**src/rtl/lsq_mem_scheduler_pkg.sv**
```systemverilog
// Shared definitions for the LSQ memory scheduler: queue depth, index types,
// FSM state encoding and the age-order slot helper.
`ifndef LSQ_SIZE
`define LSQ_SIZE 8
`endif

package lsq_mem_scheduler_pkg;

    localparam int unsigned LSQ_SIZE = `LSQ_SIZE;
    localparam int unsigned IDX_W    = $clog2(LSQ_SIZE + 1);
    localparam int unsigned SLOT_W   = (LSQ_SIZE > 1) ? $clog2(LSQ_SIZE) : 1;

    typedef logic [IDX_W-1:0]    idx_t;   // 1-based entry index
    typedef logic [SLOT_W-1:0]   slot_t;  // 0-based bit position
    typedef logic [LSQ_SIZE-1:0] vec_t;

    typedef enum logic [1:0] {
        IDLE,
        REQ,
        WAIT_RSP
    } sched_state_t;

    // Bit position of the entry k places younger than head, wrapping LSQ_SIZE -> 1.
    function automatic slot_t age_slot(input idx_t head, input int unsigned k);
        int unsigned h;
        h = 32'(head);
        if (h != 0) h = h - 1;
        return slot_t'((h + k) % LSQ_SIZE);
    endfunction

endpackage

```
**src/rtl/lsq_mem_scheduler_if.sv**
```systemverilog
// Memory-side request/grant/response bundle between the scheduler (master)
// and the memory port (slave).
interface lsq_mem_scheduler_if;

    logic                        mem_req;
    lsq_mem_scheduler_pkg::idx_t mem_index;
    logic                        mem_is_store;
    logic                        mem_gnt;
    logic                        mem_rsp_valid;

    modport master (
        output mem_req, mem_index, mem_is_store,
        input  mem_gnt, mem_rsp_valid
    );

    modport slave (
        input  mem_req, mem_index, mem_is_store,
        output mem_gnt, mem_rsp_valid
    );

endinterface

```
**src/rtl/lsq_mem_scheduler_age_picker.sv**
```systemverilog
// Combinational age-order picker: first set bit of the eligible vector,
// scanning from head and wrapping, reported as a 1-based index.
module lsq_age_picker
    import lsq_mem_scheduler_pkg::*;
(
    input  vec_t i_eligible,
    input  idx_t i_head,
    output logic o_found,
    output idx_t o_index
);

    always_comb begin : pick
        slot_t w_s;
        o_found = 1'b0;
        o_index = idx_t'(1);
        w_s     = '0;
        for (int unsigned k = 0; k < LSQ_SIZE; k++) begin
            w_s = age_slot(i_head, k);
            if (!o_found && i_eligible[w_s]) begin
                o_found = 1'b1;
                o_index = idx_t'(w_s) + idx_t'(1);
            end
        end
    end

endmodule

```
**src/rtl/lsq_mem_scheduler.sv**
```systemverilog
// LSQ memory scheduler: issues the oldest eligible entry, one access at a time.
// Build option LSQ_SPEC_LOAD_EN lets loads pass older stores with unknown address.
module lsq_mem_scheduler
    import lsq_mem_scheduler_pkg::*;
(
    input  logic                       clk,
    input  logic                       reset,
    input  idx_t                       lsq_head,
    input  vec_t                       entry_valid,
    input  vec_t                       entry_addr_rdy,
    input  vec_t                       entry_is_store,
    input  logic                       store_commit,
    input  logic                       retire_valid,
    input  idx_t                       retire_index,
    input  logic                       flush,
    lsq_mem_scheduler_if.master        mem,
    output logic                       done_valid,
    output idx_t                       done_index,
    output logic                       busy
);

    sched_state_t r_state, w_state_nxt;
    vec_t         r_issued, w_issued_nxt, w_eligible;
    logic         w_found, w_pick_store;
    idx_t         w_pick_idx;
    idx_t         r_mem_index, r_done_index;
    logic         r_mem_is_store, r_done_valid;

    always_comb begin : elig
        slot_t w_s;
`ifndef LSQ_SPEC_LOAD_EN
        logic  w_blocked;
        w_blocked = 1'b0;
`endif
        w_eligible = '0;
        w_s        = '0;
        for (int unsigned k = 0; k < LSQ_SIZE; k++) begin
            w_s = age_slot(lsq_head, k);
            if (entry_valid[w_s] && entry_addr_rdy[w_s] && !r_issued[w_s]) begin
                if (entry_is_store[w_s])
                    w_eligible[w_s] = (k == 0) && store_commit;
`ifdef LSQ_SPEC_LOAD_EN
                else
                    w_eligible[w_s] = 1'b1;
`else
                else
                    w_eligible[w_s] = !w_blocked;
`endif
            end
`ifndef LSQ_SPEC_LOAD_EN
            // Younger loads stall behind any store whose address is still unknown.
            if (entry_valid[w_s] && entry_is_store[w_s] && !entry_addr_rdy[w_s])
                w_blocked = 1'b1;
`endif
        end
    end

    lsq_age_picker u_picker (
        .i_eligible (w_eligible),
        .i_head     (lsq_head),
        .o_found    (w_found),
        .o_index    (w_pick_idx)
    );

    always_comb begin
        w_pick_store = 1'b0;
        for (int unsigned i = 0; i < LSQ_SIZE; i++)
            if (w_pick_idx == idx_t'(i + 1)) w_pick_store = entry_is_store[slot_t'(i)];
    end

    // Retire is applied after the grant so it wins on a same-index collision.
    always_comb begin
        w_issued_nxt = r_issued;
        for (int unsigned i = 0; i < LSQ_SIZE; i++) begin
            if (r_state == REQ && mem.mem_gnt && r_mem_index == idx_t'(i + 1))
                w_issued_nxt[slot_t'(i)] = 1'b1;
            if (retire_valid && retire_index == idx_t'(i + 1))
                w_issued_nxt[slot_t'(i)] = 1'b0;
        end
        if (flush) w_issued_nxt = '0;
    end

    always_ff @(posedge clk or negedge reset) begin
        if (!reset) r_state <= IDLE;
        else        r_state <= w_state_nxt;
    end

    always_comb begin
        w_state_nxt = r_state;
        if (flush) begin
            w_state_nxt = IDLE;
        end else begin
            case (r_state)
                IDLE:     if (w_found)           w_state_nxt = REQ;
                REQ:      if (mem.mem_gnt)       w_state_nxt = WAIT_RSP;
                WAIT_RSP: if (mem.mem_rsp_valid) w_state_nxt = IDLE;
                default:                         w_state_nxt = IDLE;
            endcase
        end
    end

    always_comb begin
        mem.mem_req      = (r_state == REQ);
        mem.mem_index    = r_mem_index;
        mem.mem_is_store = r_mem_is_store;
        busy             = (r_state != IDLE);
        done_valid       = r_done_valid;
        done_index       = r_done_index;
    end

    always_ff @(posedge clk or negedge reset) begin
        if (!reset) begin
            r_issued       <= '0;
            r_mem_index    <= idx_t'(1);
            r_mem_is_store <= 1'b0;
            r_done_valid   <= 1'b0;
            r_done_index   <= idx_t'(1);
        end else begin
            r_issued     <= w_issued_nxt;
            r_done_valid <= 1'b0;
            if (!flush) begin
                if (r_state == IDLE && w_found) begin
                    r_mem_index    <= w_pick_idx;
                    r_mem_is_store <= w_pick_store;
                end
                if (r_state == WAIT_RSP && mem.mem_rsp_valid) begin
                    r_done_valid <= 1'b1;
                    r_done_index <= r_mem_index;
                end
            end
        end
    end

endmodule

```
**src/flat_wrapper.sv**
```systemverilog
// flat-port wrapper written by rule: the top's interface ports become plain ports
module lsq_mem_scheduler_flat import lsq_mem_scheduler_pkg::*;
  (clk, reset, lsq_head, entry_valid, entry_addr_rdy, entry_is_store, store_commit, retire_valid, retire_index, flush, done_valid, done_index, busy, mem_mem_req, mem_mem_index, mem_mem_is_store, mem_mem_gnt, mem_mem_rsp_valid);
  lsq_mem_scheduler_if mem_i ();
  input  logic clk;
  input  logic reset;
  input  idx_t lsq_head;
  input  vec_t entry_valid;
  input  vec_t entry_addr_rdy;
  input  vec_t entry_is_store;
  input  logic store_commit;
  input  logic retire_valid;
  input  idx_t retire_index;
  input  logic flush;
  output logic done_valid;
  output idx_t done_index;
  output logic busy;
  output wire logic [$bits(mem_i.mem_req)-1:0] mem_mem_req;
  output wire logic [$bits(mem_i.mem_index)-1:0] mem_mem_index;
  output wire logic [$bits(mem_i.mem_is_store)-1:0] mem_mem_is_store;
  input wire logic [$bits(mem_i.mem_gnt)-1:0] mem_mem_gnt;
  input wire logic [$bits(mem_i.mem_rsp_valid)-1:0] mem_mem_rsp_valid;
  assign mem_mem_req = mem_i.mem_req;
  assign mem_mem_index = mem_i.mem_index;
  assign mem_mem_is_store = mem_i.mem_is_store;
  assign mem_i.mem_gnt = mem_mem_gnt;
  assign mem_i.mem_rsp_valid = mem_mem_rsp_valid;
  lsq_mem_scheduler u_core (.clk(clk), .reset(reset), .lsq_head(lsq_head), .entry_valid(entry_valid), .entry_addr_rdy(entry_addr_rdy), .entry_is_store(entry_is_store), .store_commit(store_commit), .retire_valid(retire_valid), .retire_index(retire_index), .flush(flush), .mem(mem_i), .done_valid(done_valid), .done_index(done_index), .busy(busy));
endmodule
```
**config.mk**
```make
export PLATFORM = sky130hd
export DESIGN_NAME = lsq_mem_scheduler_flat
export DESIGN_NICKNAME = d
export VERILOG_FILES = /design/src/rtl/lsq_mem_scheduler_pkg.sv /design/src/rtl/lsq_mem_scheduler_if.sv /design/src/rtl/lsq_mem_scheduler_age_picker.sv /design/src/rtl/lsq_mem_scheduler.sv /design/src/flat_wrapper.sv
export SDC_FILE = /design/constraint.sdc
export NUM_CORES = 1
export LEC_CHECK = 0
export ABC_CLOCK_PERIOD_IN_PS = 5000
export BUFFER_PORTS_ARGS = -buffer_cell sky130_fd_sc_hd__buf_2
export CAP_MARGIN = 20
export CORE_MARGIN = 4
export CORE_UTILIZATION = 45
export DETAILED_ROUTE_END_ITERATION = 8
export PLACE_DENSITY = 0.63
export SYNTH_ARGS = -nofsm -noshare
export SYNTH_HDL_FRONTEND = slang
export SYNTH_SLANG_ARGS = --single-unit
export TNS_END_PERCENT = 10
```
**constraint.sdc**
```tcl
create_clock -name clk -period 5 [get_ports clk]
set_clock_uncertainty 0.2 [all_clocks]
set_input_delay 1 -clock clk [delete_from_list [all_inputs] [get_ports clk]]
set_output_delay 1 -clock clk [all_outputs]
set_load 0.02 [all_outputs]
```
Word-level counts from Yosys, hierarchy flattened --
Index checks and enable logic that the tools add are counted.
Word-level totals: memory bits (writable) 0, output and inout port bits 12, register bits after elaboration 20, bits in latches 0, input bits 39, memories kept 0, memory bits (read-only) 0
Cells by class: div/mod/pow operators 0, add/sub/neg operators 16, shifts and indexed selects 0, equality and inequality tests 29, $mul 0, bitwise logic cells 16, reductions and logical operators 107, muxes and demuxes 175, order comparisons 16
Operators with widths (number):
- $mux 8 | 17
- $bmux 1 s3 | 40
- $mux 1 | 89
- $and 8x8->8 | 8
- $logic_and 1x1->1 | 64
- $bwmux 8 | 7
- $not 8->8 | 7
- $eq 4x3->1 const B | 12
- $add 3x1->4 const B | 8
- $lt 3x4->1 const B | 8
- $mux 4 | 8
- $logic_not 1->1 | 29
- $demux 1 s3 | 8
- $eq 4x2->1 const B | 6
- $ge 3x1->1 const B | 8
- $reduce_bool 3->1 | 8
- $add 3x3->3 const B | 4
- $eq 4x1->1 const B | 3
- $eq 4x4->1 const B | 3
- $mux 2 | 4
- $add 3x2->3 const B | 2
- $ne 3x2->1 const B | 2
- $pmux 2 s3 | 1
- $reduce_and 2->1 | 2
- other kinds (11) | 11

Longest topological paths before layout --
depth after elaboration 63, gate-level depth with buffers 33

Hierarchy --
A second synthesis with hierarchy kept.
Second synthesis, totals: cell total of the unflattened synthesis 603, area total of the unflattened synthesis 5003.5 um^2
Modules (own cells, without submodules):
- lsq_mem_scheduler | cells an instance 483, times used 1, seq. area each 503.0 um^2, area an instance 3985.1 um^2
- lsq_age_picker | cells an instance 120, times used 1, seq. area each 0.0 um^2, area an instance 1018.5 um^2

Worst setup path before layout --
OpenSTA, ideal clock, no wires.
path kind input to register, start input port lsq_head[0], end register u_core.r_mem_is_store (netlist: u_core.mem.mem_is_store), arrival 7.450 ns, slack -2.786 ns, cell stages on the path 28, buffers on the path 7, cells stage by stage inv_2 -> ha_1 -> or3b_4 -> a21boi_1 -> buf_4 -> buf_2 -> clkbuf_1 -> ha_1 -> clkbuf_1 -> inv_1 -> clkbuf_1 -> mux4_2 -> nand3_1 -> o311a_1 -> buf_2 -> buf_6 -> nand3_2 -> a221oi_1 -> o31ai_1 -> or3_1 -> a31oi_1 -> nor3b_1 -> or4b_4 -> o211ai_1 -> a32oi_4 -> mux2_1 -> a221oi_1 -> a311oi_1
Between the ends: word-level cells in the longest chain between the ends 63, elaborated cells between the ends (all ways) 283
Ends and longest elaborated chain:
- start, declared | RTL line flat_wrapper.sv:7 | input idx_t lsq_head;
- $sub 3x1->3 / $reduce_bool 4->1 (equally long branches) | RTL line lsq_mem_scheduler_pkg.sv:27 | if (h != 0) h = h - 1;
- $mux 3 (*) | RTL line lsq_mem_scheduler_pkg.sv:27
- branches (longest 61 deep; another with $lt 3x4->1)
- end signal, assigned | RTL line lsq_mem_scheduler.sv:124 | r_mem_is_store <= w_pick_store;
- end, declared | RTL line lsq_mem_scheduler.sv:27 | logic r_mem_is_store, r_done_valid;
Mark *: on every way between the ends. The select of a mux whose other input is x is not followed. A chain may end at the register's enable or synchronous reset.

Worst setup path after layout --
Same ends and word-level chain as after synthesis.

==> impl_metrics.toml <==
[drt]
totalWireLength_mm = 28.79
drc_errors = 0
routed_via_density = 6.954
vias = 8241
first_pass_iters = 6
drtIter0Drc = 1148
wire_per_inst_um = 24.29
postRouteAntennaNets = 0

[cts]
postCtsHoldBufs = 0
cts.sinks = 20
cts_tree = "done"
clock-root-buffer = "clkbuf_16"
clk_pin_slew_worst_paths_ns = 0.06
clock_latency_ns = 0.26
clk_path_buf_depth = 2
htree_levels = 1
numCtsBuffers = 3

[yosys]
synthesis.area_um2 = 5361
synthFlopType = "dfrtp_1"
synth-seq-cells = 20
yosys_warnings = 0
ys_async_sr_fraction = 1.000
syn-num-nets = 775
syn_inst = 728
synth_area_per_cell_um2 = 7.365
seq_area_frac_synth = 0.09382
ys_types = 98
synth-edff-count = 0

[global_route]
grt_usage = 0.4085
grt_pass1_vias = 7954
grt_max_degree = 59
grt_overflow = 0
antenna_found_initial = 0
grt_pass1_wl_mm = 43.57

[timing]
rsz0062_at_grt = "true"
clock.fmax_mhz = 144.6
finalCritPeriodShare = 1.383
fin_crit_ns = 6.917
slew_viol_final = 0
worst_slew_pin_slew_ns = 0.7426
finalSetupViolations = 6
hold_violations = 0
slew_headroom = 0.5011
setup_ws_ns = -1.917
hold_ws_ns = 0.3128

[floorplanning]
die-area_um2 = 13720
start_util = 0.4656
ioPinCount = 51
die_w_um = 117.2
num_rows = 39
core_um2 = 11520
die_y_um = 117.2

[pwr]
leakage_nw = 3.808
fin_total_pwr_mw = 2.725
powerDensity_nw_per_um2 = 310.2
peakVddDrop_uv = 444.1

[cells_and_area]
drive_above_1_share = 0.5163
fillers = 766
final_common_cell = "buf_4"
syn2layout_area_growth_pct = 63.85
layout_common_cells = "289 x buf_4, 79 x nand2_1, 52 x nor2_1"
antenna_cells = 0
fin_nets = 1090

[setup_path]
cp-end-kind = "flop"
critPathArrivalTime_ns = 6.87
cpPeakStageDelay_ns = 0.57
worstPathRequired_ns = 4.96
critPathLaunchType = "primary input"
cp_max_fo = 5
cp_slowest_cell = "or4b_4"
path_class = "in2reg"

[min_path]
min_path_type = "reg2reg"

[status]
violations = "setup timing"
outcome = "complete, but fails checks"

[place]
dp_hpwl_mm = 21.22
place_congestion = 1.068
portBuffers = 50

[flow_run]
cap_violations = 0
registers in the layout, indices dropped and copies added, names as in the netlist:
signal,flops
u_core.r_issued,8
u_core.done_index,4
u_core.mem.mem_index,4
u_core.r_state,2
u_core.done_valid,1
u_core.mem.mem_is_store,1
cell usage after synthesis, types with 9 or more instances:
master	count	area, um^2
nand2_1	80	300.3
nor2_1	55	206.5
a21oi_1	48	240.2
nor3_1	36	180.2
mux2i_1	32	320.3
nand3_1	30	150.1
o21ai_0	28	140.1
clkbuf_1	26	97.59
nand2b_1	26	162.7
nor4_1	22	137.6
dfrtp_1	18	450.4
mux2_2	18	202.7
mux4_2	18	405.4
and2_1	17	106.4
and3_1	12	75.07
a31oi_1	11	68.82
a22oi_1	10	75.07
inv_1	10	37.54
nor2b_1	10	62.56
nor3b_1	10	75.07
or2_2	10	62.56
buf_2	9	45.04
or3_1	9	56.30
what timing repair did:
action	4_1_cts	5_1_grt
setup buffers	27	6
hold endpoints to repair	0	0
pin swaps	48	26
setup endpoints to repair	6	6
resized for setup	105	41
path summary, 6_finish.rpt:
| check | from | endpoint | slack (ns) | cells past startpoint |
|---|---|---|---|---|
| worst max-delay path | lsq_head[0] | u_core.mem.mem_is_store | -1.92 | 30 |
| worst min-delay path | u_core.done_index[2] | u_core.done_index[2] | 0.31 | 1 |
| worst max register to register | u_core.r_issued[4] | u_core.mem.mem_is_store | -0.57 | 24 |
| worst min register to register | u_core.done_index[2] | u_core.done_index[2] | 0.31 | 1 |
| max in group asynchronous | reset | u_core.done_index[0] | 3.77 | 1 |
| min in group asynchronous | reset | u_core.mem.mem_index[2] | 0.49 | 1 |
power by group:
part	switching [mW]	internal [mW]	total (mW)	leakage (nW)
clock	0.0602	0.109	0.169	0.0382
sequential	0.0503	0.209	0.259	0.262
combinational	1.22	1.08	2.30	3.51
per-stage QoR:
stage	worst slack (ns)	cells	cell area (um^2)	setup TNS (ns)	utilization
after detailed placement	-2.374	1148	7780	-12.36	0.6756
final	-1.917	1185	8785	-9.863	0.7628
after CTS	-1.662	1179	8521	-8.241	0.7399
after global placement	-2.311	1148	7780	-11.97	0.6756
after floorplan	-2.029	728	5592	-9.930	-
after global routing	-2.113	1185	8785	-10.64	0.7628
metal layers:
| metal | track usage | wire length, um | up-vias |
|---|---|---|---|
| met3 | 0.07147 | 3595 | 207 |
| met2 | 0.6603 | 12750 | 720 |
| li1 | - | - | 3484 |
| met4 | 0.1904 | 1922 | 0 |
| met1 | 0.5297 | 10520 | 3830 |
| met5 | 0 | 0 | - |
critical path, delay by kind of cell:
| family | cells | cell delay [ns] |
|---|---|---|
| compound gates | 9 | 1.97 |
| simple gates | 8 | 1.86 |
| buf+inv | 9 | 1.18 |
| mux | 2 | 0.53 |
| fa+ha+maj | 2 | 0.31 |
cells by family after synthesis:
kind of cell,Yosys count,synth area share
buffers and inverters,58,0.05251
adder cells (fa/ha/maj),8,0.01867
multiplexers,72,0.1816
AND/OR/NAND/NOR,357,0.3592
flip-flops,20,0.09382
AO/OA/AOI/OAI,211,0.2875
XOR/XNOR,2,0.006769
final cells by class:
| cell class | count | area, um^2 | area share |
|---|---|---|---|
| clock buffer | 4 | 78.83 | 0.008973 |
| inverter | 14 | 77.57 | 0.008831 |
| multi-input combinational | 650 | 5328 | 0.6065 |
| sequential | 20 | 503.0 | 0.05726 |
| tap | 143 | 178.9 | 0.02037 |
| timing repair buffer | 354 | 2619 | 0.2981 |
Power figures use the tool's default switching activity.
